<file path="config.mk">
export PLATFORM = sky130hd
export DESIGN_NAME = fetch_stage
export DESIGN_NICKNAME = d
export VERILOG_FILES = /design/src/rtl/fetch_stage.sv
export SDC_FILE = /design/constraint.sdc
export NUM_CORES = 1
export LEC_CHECK = 0
export CAP_MARGIN = 10
export CORE_UTILIZATION = 28
export DETAILED_ROUTE_END_ITERATION = 7
export HOLD_SLACK_MARGIN = 0.12
export PLACE_DENSITY_LB_ADDON = 0.3
export SLEW_MARGIN = 20
export SYNTH_ARGS = -nofsm -noshare
export SYNTH_HDL_FRONTEND = slang
export SYNTH_SLANG_ARGS = --single-unit
</file>
<file path="constraint.sdc">
create_clock -name clk -period 8.8 [get_ports clk]
set_clock_uncertainty 0.05 [all_clocks]
set_input_delay 2.2 -clock clk [delete_from_list [all_inputs] [get_ports clk]]
set_output_delay 2.2 -clock clk [all_outputs]
set_load 0.01 [all_outputs]
</file>
<file path="src/rtl/fetch_stage.sv">
// fetch_stage: owns the PC, issues in-order imem requests and buffers returned words for decode.
// Optional `FETCH_PERF_CNT_EN adds perf_fetched / perf_stalled counters.
module fetch_stage #(
    parameter logic [31:0] RESET_PC   = 32'h0000_0000,
    parameter int          FIFO_DEPTH = 2
) (
    input  logic        clk,
    input  logic        rst,
    output logic        imem_req_valid,
    input  logic        imem_req_ready,
    output logic [31:0] imem_req_addr,
    input  logic        imem_rsp_valid,
    input  logic [31:0] imem_rsp_data,
    input  logic        redirect_valid,
    input  logic [31:0] redirect_pc,
    input  logic        stall,
    output logic        if_valid,
    output logic [31:0] if_instruction,
    output logic [31:0] if_pc
`ifdef FETCH_PERF_CNT_EN
    ,
    output logic [31:0] perf_fetched,
    output logic [31:0] perf_stalled
`endif
);
    localparam int AW = (FIFO_DEPTH > 1) ? $clog2(FIFO_DEPTH) : 1;
    localparam int CW = AW + 1;
    localparam logic [CW:0] DEPTH_W = (CW+1)'(FIFO_DEPTH);

    typedef struct packed {
        logic [31:0] instr;
        logic [31:0] pc;
    } fifo_entry_t;

    fifo_entry_t   fifo_mem [FIFO_DEPTH];
    logic [AW-1:0] wr_ptr, rd_ptr;
    logic [CW-1:0] fifo_count, outstanding, drop_cnt;
    logic [31:0]   fetch_pc, rsp_pc;
    logic [CW:0]   credit_used;
    logic          req_fire, rsp_drop, push, pop;

    // Credit uses registered occupancy only, so stall never reaches the request path;
    // a pop therefore frees credit for the following cycle.
    assign credit_used    = {1'b0, outstanding} + {1'b0, fifo_count};
    assign imem_req_valid = !rst && !redirect_valid && (credit_used < DEPTH_W);
    assign imem_req_addr  = fetch_pc;
    assign req_fire       = imem_req_valid && imem_req_ready;

    assign rsp_drop       = imem_rsp_valid && (drop_cnt != '0);
    assign push           = imem_rsp_valid && !rsp_drop && !redirect_valid;
    assign if_valid       = (fifo_count != '0);
    assign pop            = if_valid && !stall && !redirect_valid;
    assign if_instruction = fifo_mem[rd_ptr].instr;
    assign if_pc          = fifo_mem[rd_ptr].pc;

    always_ff @(posedge clk) begin
        if (rst) begin
            fetch_pc    <= RESET_PC;
            rsp_pc      <= RESET_PC;
            wr_ptr      <= '0;
            rd_ptr      <= '0;
            fifo_count  <= '0;
            outstanding <= '0;
            drop_cnt    <= '0;
            for (int i = 0; i < FIFO_DEPTH; i++) fifo_mem[i] <= '0;
        end else begin
            outstanding <= outstanding + CW'(req_fire) - CW'(imem_rsp_valid);
            if (redirect_valid) begin
                // Every request still in flight is stale; one returning now is dropped here.
                fetch_pc   <= redirect_pc;
                rsp_pc     <= redirect_pc;
                wr_ptr     <= '0;
                rd_ptr     <= '0;
                fifo_count <= '0;
                drop_cnt   <= outstanding - CW'(imem_rsp_valid);
            end else begin
                if (req_fire) fetch_pc <= fetch_pc + 32'd4;
                if (rsp_drop) drop_cnt <= drop_cnt - CW'(1);
                if (push) begin
                    fifo_mem[wr_ptr] <= '{instr: imem_rsp_data, pc: rsp_pc};
                    wr_ptr           <= wr_ptr + AW'(1);
                    rsp_pc           <= rsp_pc + 32'd4;
                end
                if (pop) rd_ptr <= rd_ptr + AW'(1);
                fifo_count <= fifo_count + CW'(push) - CW'(pop);
            end
        end
    end

`ifdef FETCH_PERF_CNT_EN
    always_ff @(posedge clk) begin
        if (rst) begin
            perf_fetched <= '0;
            perf_stalled <= '0;
        end else begin
            if (pop)              perf_fetched <= perf_fetched + 32'd1;
            if (if_valid && stall) perf_stalled <= perf_stalled + 32'd1;
        end
    end
`endif
endmodule

</file>
==> impl_metrics.prom, run 1 <==
# TYPE chip_impl_metric gauge
chip_impl_metric{name="io_pins",unit=""} 168
chip_impl_metric{name="final_layout_size_suffix_gt1_share",unit="%"} 12.1
chip_impl_metric{name="chipWidth",unit="um"} 188
chip_impl_metric{name="syn2layout_area_growth",unit="%"} 28.8
chip_impl_info{name="setup.worst_path.class",value="input pin to primary output"} 1
chip_impl_metric{name="place.gp.congestion",unit=""} 0.832
chip_impl_metric{name="synth.top_cell.area_share",unit="%"} 39.8
chip_impl_metric{name="critPathMaxFanout",unit=""} 36
chip_impl_info{name="synth_commonest_cells",value="128 x sky130_fd_sc_hd__edfxtp_1, 73 x sky130_fd_sc_hd__dfxtp_1, 70 x sky130_fd_sc_hd__and2_1, 70 x sky130_fd_sc_hd__and3_1, 65 x sky130_fd_sc_hd__mux2_2"} 1
chip_impl_metric{name="tightestPinTransition",unit="ns"} 0.896
chip_impl_info{name="cts_tree",value="done"} 1
chip_impl_info{name="worst_r2r_endpoint",value="fifo_mem[1][61]"} 1
chip_impl_metric{name="numCtsBuffers",unit=""} 23
chip_impl_metric{name="yosys_warnings",unit=""} 0
chip_impl_metric{name="netlist-cell-type-count",unit=""} 59
chip_impl_metric{name="detailroute.via_count",unit=""} 7352
chip_impl_metric{name="drc_errors",unit=""} 0
chip_impl_metric{name="setup_total_negative_slack",unit="ns"} 0
chip_impl_metric{name="min_period",unit="ns"} 6.30
chip_impl_metric{name="synth_enable_flop_cells",unit=""} 128
chip_impl_metric{name="grt_start_max_net_pins",unit=""} 81
chip_impl_info{name="synth.most_common_cell",value="sky130_fd_sc_hd__edfxtp_1"} 1
chip_impl_metric{name="cts-hold-fix-buffers",unit=""} 0
chip_impl_info{name="min-delay-path-class",value="flip-flop to flip-flop"} 1
chip_impl_metric{name="syn-instance-count",unit=""} 855
chip_impl_metric{name="maxSlewHeadroom",unit="%"} 40.2
chip_impl_metric{name="number_of_diodes_added_for_antenna_fixing",unit=""} 0
chip_impl_metric{name="via_count_of_the_first_global_routing_pass",unit=""} 7032
chip_impl_metric{name="timing_max_transition_violations_final",unit=""} 0
chip_impl_metric{name="post_cts_resized",unit=""} 0
chip_impl_metric{name="finalSetupViolCount",unit=""} 0
chip_impl_info{name="timing.critical_path.from_type",value="input pin"} 1
chip_impl_metric{name="io_buffer_count",unit=""} 167
chip_impl_metric{name="globalRoute.totalOverflow",unit=""} 0
chip_impl_info{name="hp-start",value="imem_req_addr[0]"} 1
chip_impl_metric{name="die_height",unit="um"} 188
chip_impl_metric{name="detail_route.first_pass.iterations",unit=""} 5
chip_impl_metric{name="cellPowerDensity",unit="nW/um^2"} 182
chip_impl_info{name="critical-path-slowest-cell",value="sky130_fd_sc_hd__clkdlybuf4s50_1"} 1
chip_impl_info{name="synth_top_cells_by_area",value="sky130_fd_sc_hd__edfxtp_1 40%, sky130_fd_sc_hd__dfxtp_1 15%, sky130_fd_sc_hd__mux2_2 7.6%"} 1
chip_impl_metric{name="max-vdd-ir-drop",unit="V"} 0.000114
chip_impl_metric{name="max_cap_viol_count",unit=""} 0
chip_impl_metric{name="setup_slack_of_the_most_critical_reg_to_reg_path",unit="ns"} 5.76
chip_impl_metric{name="cts.repair_timing.setup_buffer_count",unit=""} 0
chip_impl_info{name="unrepaired_setup_endpoints_after_global_routing",value="false"} 1
chip_impl_metric{name="ant_nets",unit=""} 0
chip_impl_metric{name="floorplan.rows",unit=""} 67
chip_impl_metric{name="initialDrtViolationCount",unit=""} 450
chip_impl_metric{name="syn_area_per_cell",unit="um^2"} 11.3
chip_impl_metric{name="netlist_area",unit="um^2"} 9650
chip_impl_metric{name="hold_slack",unit="ns"} 0.410
chip_impl_metric{name="leakagePower",unit="uW"} 0.00448
chip_impl_metric{name="h_tree_lvl_count",unit=""} 1
chip_impl_metric{name="clock_slew_at_reported_path_ffs",unit="ns"} 0.05
chip_impl_metric{name="num-nets-final",unit=""} 1076
chip_impl_info{name="min_to",value="imem_req_addr[0]"} 1
chip_impl_info{name="crit_top_cell",value="sky130_fd_sc_hd__clkdlybuf4s50_1"} 1
chip_impl_metric{name="clock_insertion_delay_worst_skew",unit="ns"} 0.51
chip_impl_metric{name="r2r.worst_path.cells",unit=""} 7
chip_impl_metric{name="grt_antenna_before_repair",unit=""} 0
chip_impl_metric{name="timing.final.hold_violations",unit=""} 0
chip_impl_metric{name="maximum_clock_frequency",unit="MHz"} 159
chip_impl_metric{name="global_route.usage.total",unit="%"} 14.8
chip_impl_info{name="run_status",value="finished, final reports clean"} 1
chip_impl_info{name="r2r_start",value="drop_cnt[0]"} 1
chip_impl_metric{name="fin_crit_sh",unit="%"} 71.6
chip_impl_metric{name="drt-total-wl",unit="um"} 26700
chip_impl_metric{name="dpl.hpwl",unit="um"} 17200
chip_impl_metric{name="cpPeakStageDelay",unit="ns"} 0.58
chip_impl_metric{name="ff_latch_count_synth",unit=""} 201
chip_impl_metric{name="yosysSeqAreaShare",unit="%"} 55.0
chip_impl_info{name="synth_ff_type",value="sky130_fd_sc_hd__edfxtp_1"} 1
chip_impl_info{name="cts_root_buffer",value="sky130_fd_sc_hd__clkbuf_16"} 1
chip_impl_metric{name="whs_path_depth",unit=""} 2
chip_impl_info{name="timing.critical_path.cells",value="clkdlybuf4s50_1, buf_4, or2_2, nor3_1, clkdlybuf4s50_1"} 1
chip_impl_metric{name="route.detailed.wl_per_inst",unit="um"} 18.3
chip_impl_metric{name="die_area",unit="um^2"} 35200
chip_impl_metric{name="mean_number_of_vias_per_cell",unit=""} 5.04
chip_impl_metric{name="core",unit="um^2"} 33700
chip_impl_metric{name="initial_core_util",unit="%"} 28.6
chip_impl_metric{name="required",unit="ns"} 6.55
chip_impl_metric{name="grt_first_pass_wirelength",unit="um"} 41100
chip_impl_metric{name="synthArstFlopShare",unit="%"} 0
chip_impl_metric{name="synth_nets",unit=""} 934
chip_impl_metric{name="arrival",unit="ns"} 4.05
chip_impl_metric{name="cts.sink_count",unit=""} 201
chip_impl_info{name="yosysTopAreaCell",value="sky130_fd_sc_hd__edfxtp_1"} 1
chip_impl_info{name="setup.worst_path.end_class",value="primary output"} 1
chip_impl_metric{name="clockBufferDepth",unit=""} 3
-- cell usage in the layout (no fill, tap or decap), drive strengths merged, types with 14 or more instances in the layout --
cell           instances
a211oi                15
and2                  70
xnor2                 14
nand4                 28
and3                  70
or4                   15
o21a                  14
nor4                  14
nand2                 46
mux2                  65
nand3                 22
dfxtp                 73
clkdlybuf4s50        166
nor3                  19
clkbuf                30
o21ai                 19
nor2                  25
a21oi                 14
a31oi                 15
edfxtp               128
-- metrics by stage --
stage	cell area [um^2]	instances	setup WS [ns]	utilization, %	power, uW
3_3_place_gp	11800	1420	2.45	34.9	1410
4_1_cts	12400	1458	2.44	36.9	2290
5_1_grt	12400	1458	2.37	36.9	2350
3_5_place_dp	11800	1420	2.45	34.9	1410
2_1_floorplan	9650	855	0.738	-	1260
6_report	12400	1458	2.50	36.9	2260
-- where the power goes --
group	switching (uW)	total [uW]	internal, uW
clock network	365	866	500
registers	46.1	1110	1060
logic	142	284	142
-- final cells by class --
type	count	area (um^2)
fill	3332	21300
sequential	201	5310
multi-input combinational	583	4110
timing repair buffer	177	1740
clock buffer	30	632
tap	448	561
inverter	11	41.3
clock inverter	8	40.0
-- worst max-delay path, delay by kind of cell --
kind / cells / cell delay [ns]
buffers and inverters: 3 / 1.24
AND/OR/NAND/NOR: 2 / 0.60
-- state kept, by name (all words and copies together), names as in the netlist, named ones only --
signal,flops
fifo_count,2
wr_ptr,1
imem_req_addr,32
rsp_pc,32
outstanding,2
rd_ptr,1
fifo_mem,128
drop_cnt,2
-- how the worst max path moves through the flow --
| stage | from | to | slack [ns] | depth (start not counted) |
|---|---|---|---|---|
| after global placement | rst | imem_req_valid | 2.45 | 5 |
| after floorplan | redirect_valid | fifo_mem[0][0] | 0.74 | 5 |
| after CTS | rst | imem_req_valid | 2.44 | 5 |
| after global routing | rst | imem_req_valid | 2.37 | 5 |
| after detailed placement | rst | imem_req_valid | 2.45 | 5 |
| final | rst | imem_req_valid | 2.50 | 5 |
-- per-layer routing --
metal	wire, um	vias to the layer above	global-route usage, %
li1	-	3527	-
met1	12600	3497	21.7
met2	11600	299	22.3
met3	1930	29	2.75
met4	498	0	3.31
met5	0	-	0
-- kinds of logic (layout without fill, tap and decap cells) --
group	Yosys count	after routing	synth area share, %
fa+ha+maj	9	9	1.25
simple gates	350	350	21.3
buf+inv	71	226	2.81
xor+xnor	26	26	2.36
mux	66	66	7.69
flops	201	201	55.0
compound gates	132	132	9.58
(Power assumes the default switching activity.)
==> run 2: changes to the inputs <==
- clock period: 8.8 -> 5.34 ns (I/O delays scaled with it)
==> run 2 against run 1 <==
Net effect: count of clock-buffer cells in the layout decreased by 1; register-to-register slack got worse by 3.4 ns; setup slack got worse by 1.5 ns; sequential share of layout area decreased by 0.32 points; hold slack improved by 0.0026 ns.
==> impl_metrics.prom, run 2 (same netlist as run 1, synthesis figures left out) <==
# TYPE chip_impl_metric gauge
chip_impl_metric{name="grt_antenna_before_repair",unit=""} 0
chip_impl_metric{name="dp.cells",unit=""} 1422
chip_impl_metric{name="largest_register_ff_count",unit=""} 128
chip_impl_info{name="critical-path-slowest-cell",value="sky130_fd_sc_hd__clkdlybuf4s50_1"} 1
chip_impl_metric{name="internal_power",unit="uW"} 2910
chip_impl_metric{name="die_area",unit="um^2"} 35200
chip_impl_metric{name="amount_of_wire_on_met2_after_detailed_routing",unit="um"} 11400
chip_impl_info{name="timing.critical_path.from_type",value="input pin"} 1
chip_impl_metric{name="power.net_switching",unit="uW"} 931
chip_impl_metric{name="layoutNonFillerInstCount",unit=""} 1462
chip_impl_info{name="setup.worst_path.end_class",value="primary output"} 1
chip_impl_metric{name="cpPeakStageDelay",unit="ns"} 0.58
chip_impl_info{name="run_status",value="finished, final reports clean"} 1
chip_impl_info{name="setup.worst_path.class",value="input pin to primary output"} 1
chip_impl_metric{name="initialDrtViolationCount",unit=""} 453
chip_impl_metric{name="detail_route.wirelength.met1",unit="um"} 12900
chip_impl_metric{name="cts.sink_count",unit=""} 201
chip_impl_metric{name="detailroute.via_count",unit=""} 7391
chip_impl_metric{name="clock_insertion_delay_worst_skew",unit="ns"} 0.51
chip_impl_metric{name="ant_nets",unit=""} 0
chip_impl_metric{name="die_height",unit="um"} 188
chip_impl_metric{name="drc_errors",unit=""} 0
chip_impl_metric{name="clock_slew_at_reported_path_ffs",unit="ns"} 0.05
chip_impl_metric{name="io_buffer_count",unit=""} 167
chip_impl_metric{name="clockBufferDepth",unit=""} 3
chip_impl_metric{name="fin_crit_sh",unit="%"} 80.6
chip_impl_metric{name="total_power",unit="uW"} 3840
chip_impl_metric{name="power.clock.fraction",unit="%"} 40.3
chip_impl_info{name="crit_top_cell",value="sky130_fd_sc_hd__clkdlybuf4s50_1"} 1
chip_impl_metric{name="cellPowerDensity",unit="nW/um^2"} 307
chip_impl_metric{name="cts-hold-fix-buffers",unit=""} 0
chip_impl_metric{name="detailedPlace.worstSlack",unit="ns"} 1.03
chip_impl_metric{name="maximum_clock_frequency",unit="MHz"} 232
chip_impl_info{name="regMostFlops",value="fifo_mem"} 1
chip_impl_metric{name="num-nets-final",unit=""} 1078
chip_impl_metric{name="timing.final.hold_violations",unit=""} 0
chip_impl_metric{name="worstPathBufferInverterCount",unit=""} 2
chip_impl_metric{name="cts.repair_timing.setup_buffer_count",unit=""} 0
chip_impl_metric{name="detail_route.first_pass.iterations",unit=""} 5
chip_impl_metric{name="leakagePower",unit="uW"} 0.00453
chip_impl_metric{name="floorplan.rows",unit=""} 67
chip_impl_metric{name="global_route.usage.total",unit="%"} 14.3
chip_impl_metric{name="dpl.hpwl",unit="um"} 17100
chip_impl_metric{name="pwr-share-seq",unit="%"} 47.5
chip_impl_metric{name="power_frac_comb",unit="%"} 12.2
chip_impl_metric{name="whs_path_depth",unit=""} 2
chip_impl_metric{name="syn2layout_area_growth",unit="%"} 29.8
chip_impl_metric{name="chipWidth",unit="um"} 188
chip_impl_metric{name="core",unit="um^2"} 33700
chip_impl_metric{name="via_count_of_the_first_global_routing_pass",unit=""} 6868
chip_impl_info{name="dominant_delay_contributor_by_cell_family_on_the_critical_path",value="buffers and inverters"} 1
chip_impl_metric{name="globalRoute.totalOverflow",unit=""} 0
chip_impl_info{name="cts_tree",value="done"} 1
chip_impl_info{name="min-delay-path-class",value="flip-flop to flip-flop"} 1
chip_impl_metric{name="max-vdd-ir-drop",unit="V"} 0.000227
chip_impl_metric{name="max_cap_viol_count",unit=""} 0
chip_impl_metric{name="sw_frac_of_total",unit="%"} 24.2
chip_impl_metric{name="area_used_by_multi_input_combinational_logic",unit="um^2"} 4110
chip_impl_info{name="timing.critical_path.cells",value="clkdlybuf4s50_1, or2_2, nor3_1, clkdlybuf4s50_1"} 1
chip_impl_info{name="mostFrequentLayoutCells",value="166 x sky130_fd_sc_hd__clkdlybuf4s50_1, 128 x sky130_fd_sc_hd__edfxtp_1, 71 x sky130_fd_sc_hd__dfxtp_1"} 1
chip_impl_metric{name="maxSlewHeadroom",unit="%"} 37.4
chip_impl_metric{name="r2r.worst_path.cells",unit=""} 6
chip_impl_metric{name="h_tree_lvl_count",unit=""} 1
chip_impl_metric{name="final_core_utilization",unit="%"} 37.2
chip_impl_metric{name="drt-total-wl",unit="um"} 26400
chip_impl_metric{name="initial_core_util",unit="%"} 28.6
chip_impl_info{name="uppermost_layer_routed",value="met4"} 1
chip_impl_info{name="unrepaired_setup_endpoints_after_global_routing",value="false"} 1
chip_impl_metric{name="final_layout_size_suffix_gt1_share",unit="%"} 12.6
chip_impl_metric{name="route.met3.wl",unit="um"} 1710
chip_impl_metric{name="arrival",unit="ns"} 2.92
chip_impl_metric{name="critPathMaxFanout",unit=""} 6
chip_impl_metric{name="io_pins",unit=""} 168
chip_impl_metric{name="setup_total_negative_slack",unit="ns"} 0
chip_impl_metric{name="critical_path_cell_count",unit=""} 4
chip_impl_metric{name="timing_max_transition_violations_final",unit=""} 0
chip_impl_metric{name="place.gp.congestion",unit=""} 0.821
chip_impl_metric{name="storage_cell_area",unit="um^2"} 5310
chip_impl_metric{name="grt_start_max_net_pins",unit=""} 81
chip_impl_info{name="cts_root_buffer",value="sky130_fd_sc_hd__clkbuf_16"} 1
chip_impl_metric{name="finalSetupViolCount",unit=""} 0
chip_impl_metric{name="mean_number_of_vias_per_cell",unit=""} 5.06
chip_impl_info{name="layout.cells.most_common",value="sky130_fd_sc_hd__clkdlybuf4s50_1"} 1
chip_impl_metric{name="tightestPinTransition",unit="ns"} 0.939
chip_impl_metric{name="route.detailed.wl_per_inst",unit="um"} 18.1
chip_impl_metric{name="numCtsBuffers",unit=""} 23
chip_impl_metric{name="nFillCells",unit=""} 3290
chip_impl_metric{name="number_of_diodes_added_for_antenna_fixing",unit=""} 0
chip_impl_metric{name="finalWorstSetupSlack",unit="ns"} 1.04
chip_impl_metric{name="grt_first_pass_wirelength",unit="um"} 40100
chip_impl_metric{name="required",unit="ns"} 3.95
chip_impl_metric{name="post_cts_resized",unit=""} 0
chip_impl_metric{name="min_period",unit="ns"} 4.30
run 2: tightest hold or removal path, stage by stage (launching register included):
cell,delay (ns)
sky130_fd_sc_hd__dfxtp_1,0.31
sky130_fd_sc_hd__nand2_1,0.05
sky130_fd_sc_hd__a21oi_1,0.06
run 2: metal layers:
layer	track usage [%]	up-vias
met5	0	-
met4	2.97	0
met3	2.58	28
met2	21.6	283
met1	21.2	3550
li1	-	3530
run 2: layout make-up:
class	count	area share, %
Clock inverter	11	0.879
Inverter	11	0.330
Tap cell	448	4.48
Multi-Input combinational cell	583	32.8
Timing Repair Buffer	179	14.1
Clock buffer	29	5.01
Sequential cell	201	42.4
run 2: final timing paths:
path | from | end | slack (ns)
max | rst | imem_req_valid | 1.04
min | imem_req_addr[0] | imem_req_addr[0] | 0.41
max reg2reg | fifo_count[0] | imem_req_addr[21] | 2.37
min reg2reg | imem_req_addr[0] | imem_req_addr[0] | 0.41
run 2: power by group through the flow:
stage	Sequential [uW]	Clock, uW	Combinational, uW
floorplan	1840	0	232
global placement	1850	0	470
detailed placement	1860	0	471
CTS	1820	1590	474
global route	1840	1640	507
finish	1830	1550	468
run 2: stage by stage:
step | cell area, um^2 | hold WS (ns)
finish | 12500 | 0.412
detailed placement | 11800 | 0.408
global route | 12500 | 0.439
floorplan | 9650 | 0.390
global placement | 11800 | 0.401
CTS | 12500 | 0.417
